$ cat config.mk
export PLATFORM = sky130hd
export DESIGN_NAME = regfile_mp_flat
export DESIGN_NICKNAME = d
export VERILOG_FILES = /design/src/rtl/regfile_mp_if.sv /design/src/rtl/regfile_mp.sv /design/src/flat_wrapper.sv
export SDC_FILE = /design/constraint.sdc
export NUM_CORES = 2
export LEC_CHECK = 0
export CAP_MARGIN = 20
export CORE_AREA = 8 8 267 527
export DETAILED_ROUTE_END_ITERATION = 10
export DIE_AREA = 0 0 275 535
export GPL_TIMING_DRIVEN = 0
export PLACE_DENSITY_LB_ADDON = 0.2
export SLEW_MARGIN = 20
export SYNTH_ARGS = -nofsm -noshare
export SYNTH_HDL_FRONTEND = slang
export SYNTH_SLANG_ARGS = --single-unit
export TNS_END_PERCENT = 5
$ cat constraint.sdc
create_clock -name clk -period 2 [get_ports clk]
set_input_delay 0.3 -clock clk [delete_from_list [all_inputs] [get_ports clk]]
set_output_delay 0.3 -clock clk [all_outputs]
set_load 0.02 [all_outputs]
$ cat src/rtl/regfile_mp_if.sv
// +--------------------------------------------------------------------------+
// | regfile_mp_if                                                            |
// | Read/write/clear bus of the multi-read-port register file.               |
// | Revision: 1.0                                                            |
// +--------------------------------------------------------------------------+
`default_nettype none

interface regfile_mp_if #(
  parameter int dataN    = 32,
  parameter int addressN = 5,
  parameter int rdPortN  = 2
);
  logic [rdPortN*addressN-1:0] ra;
  logic [rdPortN*dataN-1:0]    rd;
  logic                        we;
  logic [addressN-1:0]         wa;
  logic [dataN-1:0]            wd;
  logic                        clr;
  logic                        busy;
  logic                        done;

  modport master (output ra, we, wa, wd, clr, input rd, busy, done);
  modport slave  (input ra, we, wa, wd, clr, output rd, busy, done);
endinterface

`default_nettype wire

$ cat src/rtl/regfile_mp.sv
// +--------------------------------------------------------------------------+
// | regfile_mp                                                               |
// | Register file: N combinational read ports, one write port, optional      |
// | hardwired-zero entry 0 and a self-timed bulk clear sequencer.            |
// | Optional feature macro: REGFILE_BYPASS_EN (write-to-read forwarding).    |
// | Revision: 1.0                                                            |
// +--------------------------------------------------------------------------+
`default_nettype none

module regfile_mp #(
  parameter int dataN    = 32,
  parameter int addressN = 5,
  parameter int rdPortN  = 2,
  parameter bit zeroReg  = 1'b1
) (
  input  wire logic   clk,
  input  wire logic   rstn,
  regfile_mp_if.slave bus
);

  localparam int                  DEPTH    = 1 << addressN;
  localparam logic [addressN-1:0] LAST_IDX = '1;

  typedef enum logic [0:0] {
    IDLE  = 1'b0,
    CLEAR = 1'b1
  } state_t;

  state_t              r_state;
  state_t              w_state_d;
  logic [addressN-1:0] r_idx;
  logic [addressN-1:0] w_idx_d;
  logic                r_done;
  logic                w_done_d;
  logic                w_wr_en;

  logic [dataN-1:0] r_mem     [DEPTH];
  logic [dataN-1:0] w_rd_port [rdPortN];

  // External writes only land while idle; entry 0 is immutable when hardwired.
  assign w_wr_en = bus.we && (r_state == IDLE) &&
                   !(zeroReg && (bus.wa == '0));

  always_ff @(posedge clk or negedge rstn) begin
    if (!rstn) begin
      r_state <= IDLE;
      r_idx   <= '0;
      r_done  <= 1'b0;
    end else begin
      r_state <= w_state_d;
      r_idx   <= w_idx_d;
      r_done  <= w_done_d;
    end
  end

  always_comb begin
    w_state_d = r_state;
    w_idx_d   = r_idx;
    w_done_d  = 1'b0;
    case (r_state)
      IDLE: begin
        if (bus.clr) begin
          w_state_d = CLEAR;
          w_idx_d   = '0;
        end
      end
      CLEAR: begin
        if (r_idx == LAST_IDX) begin
          w_state_d = IDLE;
          w_idx_d   = '0;
          w_done_d  = 1'b1;
        end else begin
          w_idx_d = r_idx + addressN'(1);
        end
      end
      default: begin
        w_state_d = IDLE;
        w_idx_d   = '0;
      end
    endcase
  end

  always_ff @(posedge clk or negedge rstn) begin
    if (!rstn) begin
      for (int i = 0; i < DEPTH; i++) begin
        r_mem[i] <= '0;
      end
    end else if (r_state == CLEAR) begin
      r_mem[r_idx] <= '0;
    end else if (w_wr_en) begin
      r_mem[bus.wa] <= bus.wd;
    end
  end

  for (genvar k = 0; k < rdPortN; k++) begin : g_rd
    logic [addressN-1:0] w_addr;
    logic                w_bypass;

    assign w_addr = bus.ra[k*addressN +: addressN];
`ifdef REGFILE_BYPASS_EN
    // w_wr_en is already false during CLEAR, so nothing forwards there.
    assign w_bypass = w_wr_en && (bus.wa == w_addr);
`else
    assign w_bypass = 1'b0;
`endif
    assign w_rd_port[k] = w_bypass                        ? bus.wd :
                          (zeroReg && (w_addr == '0))     ? '0     :
                                                            r_mem[w_addr];
  end

  always_comb begin
    bus.rd = '0;
    for (int k = 0; k < rdPortN; k++) begin
      bus.rd[k*dataN +: dataN] = w_rd_port[k];
    end
  end

  assign bus.busy = (r_state == CLEAR);
  assign bus.done = r_done;

endmodule

`default_nettype wire
$ cat src/flat_wrapper.sv
// flat-port wrapper written by rule: the top's interface ports become plain ports
module regfile_mp_flat 
#(
  parameter int dataN    = 32,
  parameter int addressN = 5,
  parameter int rdPortN  = 2,
  parameter bit zeroReg  = 1'b1
)
  (clk, rstn, bus_ra, bus_we, bus_wa, bus_wd, bus_clr, bus_rd, bus_busy, bus_done);
  regfile_mp_if #(.dataN(dataN), .addressN(addressN), .rdPortN(rdPortN)) bus_i ();
  input  wire logic clk;
  input  wire logic rstn;
  input wire logic [$bits(bus_i.ra)-1:0] bus_ra;
  input wire logic [$bits(bus_i.we)-1:0] bus_we;
  input wire logic [$bits(bus_i.wa)-1:0] bus_wa;
  input wire logic [$bits(bus_i.wd)-1:0] bus_wd;
  input wire logic [$bits(bus_i.clr)-1:0] bus_clr;
  output wire logic [$bits(bus_i.rd)-1:0] bus_rd;
  output wire logic [$bits(bus_i.busy)-1:0] bus_busy;
  output wire logic [$bits(bus_i.done)-1:0] bus_done;
  assign bus_i.ra = bus_ra;
  assign bus_i.we = bus_we;
  assign bus_i.wa = bus_wa;
  assign bus_i.wd = bus_wd;
  assign bus_i.clr = bus_clr;
  assign bus_rd = bus_i.rd;
  assign bus_busy = bus_i.busy;
  assign bus_done = bus_i.done;
  regfile_mp #(.dataN(dataN), .addressN(addressN), .rdPortN(rdPortN), .zeroReg(zeroReg)) u_core (.clk(clk), .rstn(rstn), .bus(bus_i));
endmodule
== Yosys cells after proc, flatten, opt, wreduce, memory -nomap -nowiden ==
Cells that the tools add are included.

* Bits in registers: 1,031
* Input bits: 51
* Output and inout bits: 66
* Logic and storage cells: 83

* Muxes and demuxes: 23
* Magnitude comparators: 6
* Add/sub/neg operators: 1
* Bitwise logic cells: 7
* Reductions and logical operators: 9
* Equal/unequal tests: 2

{| class="wikitable"
|+ Operators by type and width
! operator !! count
|-
| two-way mux 1024 bit || 2
|-
| AND 1024 bit || 1
|-
| bitwise mux 1024 bit || 1
|-
| NOT 1024 bit || 1
|-
| binary-select mux 32 bit (select 5 bit) || 2
|-
| demux 32 bit (select 5 bit) || 2
|-
| two-way mux 32 bit || 8
|-
| greater-or-equal comparator 6 bit, second input constant || 4
|-
| NOT 5 -> 6 bit || 4
|-
| zero test 5 bit || 3
|-
| less-than comparator 6 x 1 -> 1 bit, second input constant || 2
|-
| two-way mux 5 bit || 2
|-
| case mux 5 bit (2 select lines) || 1
|-
| adder 5 x 1 -> 5 bit, second input constant || 1
|-
| == test 5 bit, second input constant || 1
|-
| logical AND 1 bit || 4
|-
| two-way mux 1 bit || 4
|-
| inequality test 2 bit, second input constant || 1
|-
| case mux 1 bit (2 select lines) || 1
|-
| nonzero test 2 bit || 1
|-
| zero test 1 bit || 1
|-
| NOT 1 bit || 1
|}

== Depth between registers and ports, before layout ==
* Word-level depth: 8
* Gate-level depth with buffers: 8
* Depth with buffers taken out: 6

== Least setup slack after synthesis ==
Ideal clock, no wire load.

* Path type: input-to-output
* From: in bus_ra[5]
* To: out bus_rd[41]
* Arrival: 2.093 ns
* Buffers on the path: 4
* Cell stages on the path: 7
* Setup slack: -0.393 ns
* Data required time: 1.700 ns
* Cells stage by stage: buf_2 -> inv_1 -> buf_2 -> buf_1 -> clkbuf_1 -> o2111ai_1 -> a311oi_1

* Word-level cells in the longest chain between the ends: 5
* Elaborated cells on any way between the ends: 6
* Classes of those cells: mux: 4; bitwise: 1; reduce/logical: 1

{| class="wikitable"
|+ RTL lines
! what !! RTL line !! RTL
|-
| from (decl) || flat_wrapper.sv:13 || <nowiki>input wire logic [$bits(bus_i.ra)-1:0] bus_ra;</nowiki>
|-
| NOT 5 -> 6 bit (implied by the code) || regfile_mp.sv:108 || <nowiki>r_mem[w_addr];</nowiki>
|-
| binary-select mux 32 bit (select 5 bit) || regfile_mp.sv:108 ||
|-
| two-way mux 32 bit (implied by the code) (2 in series) || regfile_mp.sv:108 ||
|-
| two-way mux 32 bit (*) || regfile_mp.sv:107 || <nowiki>(zeroReg && (w_addr == '0)) ? '0 :</nowiki>
|-
| to (decl) || flat_wrapper.sv:18 || <nowiki>output wire logic [$bits(bus_i.rd)-1:0] bus_rd;</nowiki>
|}

Every way passes the cells marked *; elsewhere a longest branch is shown, timed or not. The select of a mux whose other input is x is not followed.

== Worst setup path in the final report ==
* From: reg u_core.r_mem[32] (netlist name)
* To: out bus_rd[32]

* Word-level cells in the longest chain between the ends: 4

{| class="wikitable"
|+ RTL lines
! what !! RTL line !! RTL
|-
| from (decl) || regfile_mp.sv:37 || <nowiki>logic [dataN-1:0] r_mem [DEPTH];</nowiki>
|-
| from (signal, indexed assignment) || regfile_mp.sv:91 || <nowiki>r_mem[bus.wa] <= bus.wd;</nowiki>
|-
| binary-select mux 32 bit (select 5 bit) || regfile_mp.sv:108 ||
|-
| two-way mux 32 bit (implied by the code) (2 in series) || regfile_mp.sv:108 ||
|-
| two-way mux 32 bit || regfile_mp.sv:107 ||
|}

Every way passes these cells. The select of a mux whose other input is x is not followed.

==> run_results.csv <==
group,metric,value,unit
setup_path,path_buf_inv,1,
placed_design,dpl-instance-area,57500,sq um
yosys,synth_cell_types,47,
sta,final_hold_viol_count,114,
sta,skew,20.2,ps
yosys,ys_seq_area_share,48.6,%
detailed_routing,wl,278,mm
detailed_routing,vias,43200,
sta,worst_slack,-1270,ps
detailed_routing,post-route-drc-count,0,
finish,final_cell_mix,"dfrtp_1, a22o_1, mux4_2",
finish,regArea,25800,sq um
clock_tree,cts.htree.levels,3,
global_route,grt_pass1_vias,43800,
sta,drv_slew,0,
clock_tree,cts_buffers,96,
setup_path,path_cells,"mux4_2 > a22oi_2 > a311oi_4 > buf_6",
global_route,grt_max_degree,137,
placed_design,portBuffers,105,
yosys,ys_ff_latch,1031,
clock_tree,clk_path_buf_depth,3,
setup_path,critPathTopFamily,"compound AO/OA/AOI/OAI gates",
yosys,yosysTopAreaCell,"dfrtp_1",
status,failed_checks,"negative hold slack, negative setup slack",
setup_path,worst_setup_path_start_kind,"flip-flop",
yosys,synth_edf_count,0,
sta,max_freq,306,MHz
placed_design,dp_slack,-2830,ps
yosys,async_reset_ff_share,100,%
yosys,postSynthAreaPerCell,14.0,sq um
clock_tree,root_buffer,"clkbuf_16",
power,p_total,0.0642,W
setup_path,slowest_delay,790,ps
yosys,ys.flop_type,"dfrtp_1",
floorplanning,core-area,134000,sq um
yosys,synth_nets,3855,
setup_path,crit_slowest_cell,"a22oi_2",
sta,rsz0062_at_grt,"true",
status,outcome,"finished, violations left",
yosys,syn_inst,3799,
sta,fin_hold_ws,-452,ps
global_route,antenna_found_initial,6,
clock_tree,worstSkewPairLatency,750,ps
setup_path,crit_arrival,2970,ps
detailed_routing,routed_via_density,7.36,
finish,fill_cells,11800,
detailed_routing,dr.pass1.iters,7,
yosys,ys_warn_count,0,
finish,layout_commonest_cell,"dfrtp_1",
setup_path,endpoint_kind,"primary output",
detailed_routing,routedWlPerCell,47.3,um
sta,setup_violations,1048,
floorplanning,die_y,535,um
job,max-cap-violations,0,
sta,fin_crit,3270,ps
clock_tree,cts_tree,"yes",
floorplanning,ios,117,
global_route,grt_pass1_wl,379,mm
global_route,grt_usage,37.7,%
yosys,syn-cell-area,53100,sq um
finish,drive_gt1_share,35.5,%
yosys,synth.area.top_cells,"dfrtp_1, mux4_2, a22o_1",
floorplanning,fp.dieArea,147000,sq um
detailed_routing,drt_iter0_drc,5714,
floorplanning,initial_core_util,39.8,%
finish,utilization,48.1,%
placed_design,hpwl,195,mm
sta,fin_crit_sh,164,%
finish,fin_nets,4124,
floorplanning,num_rows,190,
placed_design,place.gp.congestion,1.03,
setup_path,critPathRequiredTime,1700,ps
clock_tree,clkSinkCount,1031,
finish,areaGrowthSynthToFinish,21.1,%
sta,relSlewSlack,17.0,%
power,power_density,998,nW/um^2
finish,finalInstanceArea,64300,sq um
floorplanning,fp.dieW,275,um
yosys,synth_top_area_share,48.6,%
global_route,grt.overflow.total,0,
min_path,hp-class,"in2async",
setup_path,worstSetupPathType,"reg2out",
setup_path,worstPathMaxFanout,3,
clock_tree,clkSlewWorstSetupHoldPaths,70,ps
power,ir_worst_vdd,620,uV
detailed_routing,ant_nets,0,
power,p_leak,27.7,nW
finish,multi_input_area,27700,sq um
sta,tightest_slew,1240,ps
## worst reg2reg max path, delay by kind of cell (launching register included)
family	cells	cell delay, ps
AOI/OAI and AO/OA	2	590
buffers and inverters	3	710
DFF	1	550
and+or+nand+nor	2	830
## Yosys cell counts, types with 3 or more instances
| cell | number |
|---|---|
| nor4_4 | 6 |
| and3_1 | 5 |
| or3b_1 | 4 |
| a22oi_1 | 64 |
| a22o_1 | 992 |
| ha_1 | 5 |
| a221oi_1 | 47 |
| mux4_2 | 448 |
| buf_6 | 3 |
| mux2_2 | 64 |
| a21oi_1 | 23 |
| nor2b_1 | 71 |
| o21ai_1 | 9 |
| nand3_1 | 3 |
| a311oi_1 | 64 |
| inv_1 | 6 |
| o21ai_0 | 104 |
| nor2_1 | 31 |
| clkbuf_1 | 297 |
| buf_2 | 172 |
| buf_4 | 24 |
| dfrtp_1 | 1031 |
| mux2i_1 | 128 |
| and2_1 | 40 |
| nand3b_1 | 3 |
| a211oi_1 | 64 |
| nand2b_1 | 4 |
| o2111ai_1 | 17 |
| buf_1 | 4 |
| a31oi_2 | 7 |
| nand2_1 | 37 |
## final timing paths
check | from | end | slack (ps) | cells past startpoint
max | u_core.r_mem[32] | bus_rd[32] | -1270 | 4
min | rstn | u_core.r_mem[859] | -450 | 1
max reg2reg | u_core.bus.busy | u_core.r_mem[60] | -790 | 7
min reg2reg | u_core.r_mem[1005] | u_core.r_mem[1005] | 510 | 1
max in group asynchronous | rstn | u_core.r_mem[236] | 170 | 4
min in group clk | bus_wd[27] | u_core.r_mem[91] | 290 | 2
## area by class of cell
| type | count | area share, % |
|---|---|---|
| Buffer | 497 | 5.50 |
| Multi-Input combinational cell | 2260 | 43.0 |
| Inverter | 7 | 0.0409 |
| Timing Repair Buffer | 175 | 2.63 |
| Antenna cell | 3 | 0.0117 |
| Clock inverter | 30 | 0.743 |
| Clock buffer | 141 | 4.57 |
| Tap cell | 1728 | 3.36 |
| Sequential cell | 1031 | 40.1 |
## flip-flops by register name (all words and copies together) (netlist names)
name,count
u_core.bus.done,1
u_core.bus.busy,1
u_core.r_idx,5
u_core.r_mem,1024
## per-layer routing
layer	wire, um	up-vias	track usage [%]
li1	-	16000	-
met1	86700	22900	40.4
met2	128000	3266	59.4
met3	26400	1028	10.3
met4	36500	4	36.1
met5	29	-	0
## what timing repair did
item,CTS,global route
endpoints found under the setup margin,1096,1284
setup buffers,46,15
cloned,0,0
hold endpoints to repair,114,114
pin swaps,141,40
gates resized for setup,833,282
## through the flow
stage / instances / TNS [ps] / hold WS [ps]
2_1_floorplan: 3799 / -35.2 / 4.41
3_3_place_gp: 5632 / - / 485
3_5_place_dp: 5641 / -1427590 / 320
4_1_cts: 5854 / -599640 / -440
5_1_grt: 5870 / -411770 / -399
6_report: 5872 / -395240 / -452
## power by group
group	internal [W]	leakage, nW	switching [W]
combinational	0.00712	11.7	0.00956
clock	0.0117	1.69	0.00911
sequential	0.0239	14.3	0.00277
## cell families after synthesis
logic type | share of synthesized area, %
adder cells (fa/ha/maj) | 0.118
multiplexers | 22.8
XOR/XNOR | 0.0330
buffers and inverters | 4.21
flip-flops | 48.6
AO/OA/AOI/OAI | 21.8
AND/OR/NAND/NOR | 2.50
(Power assumes the default switching activity.)
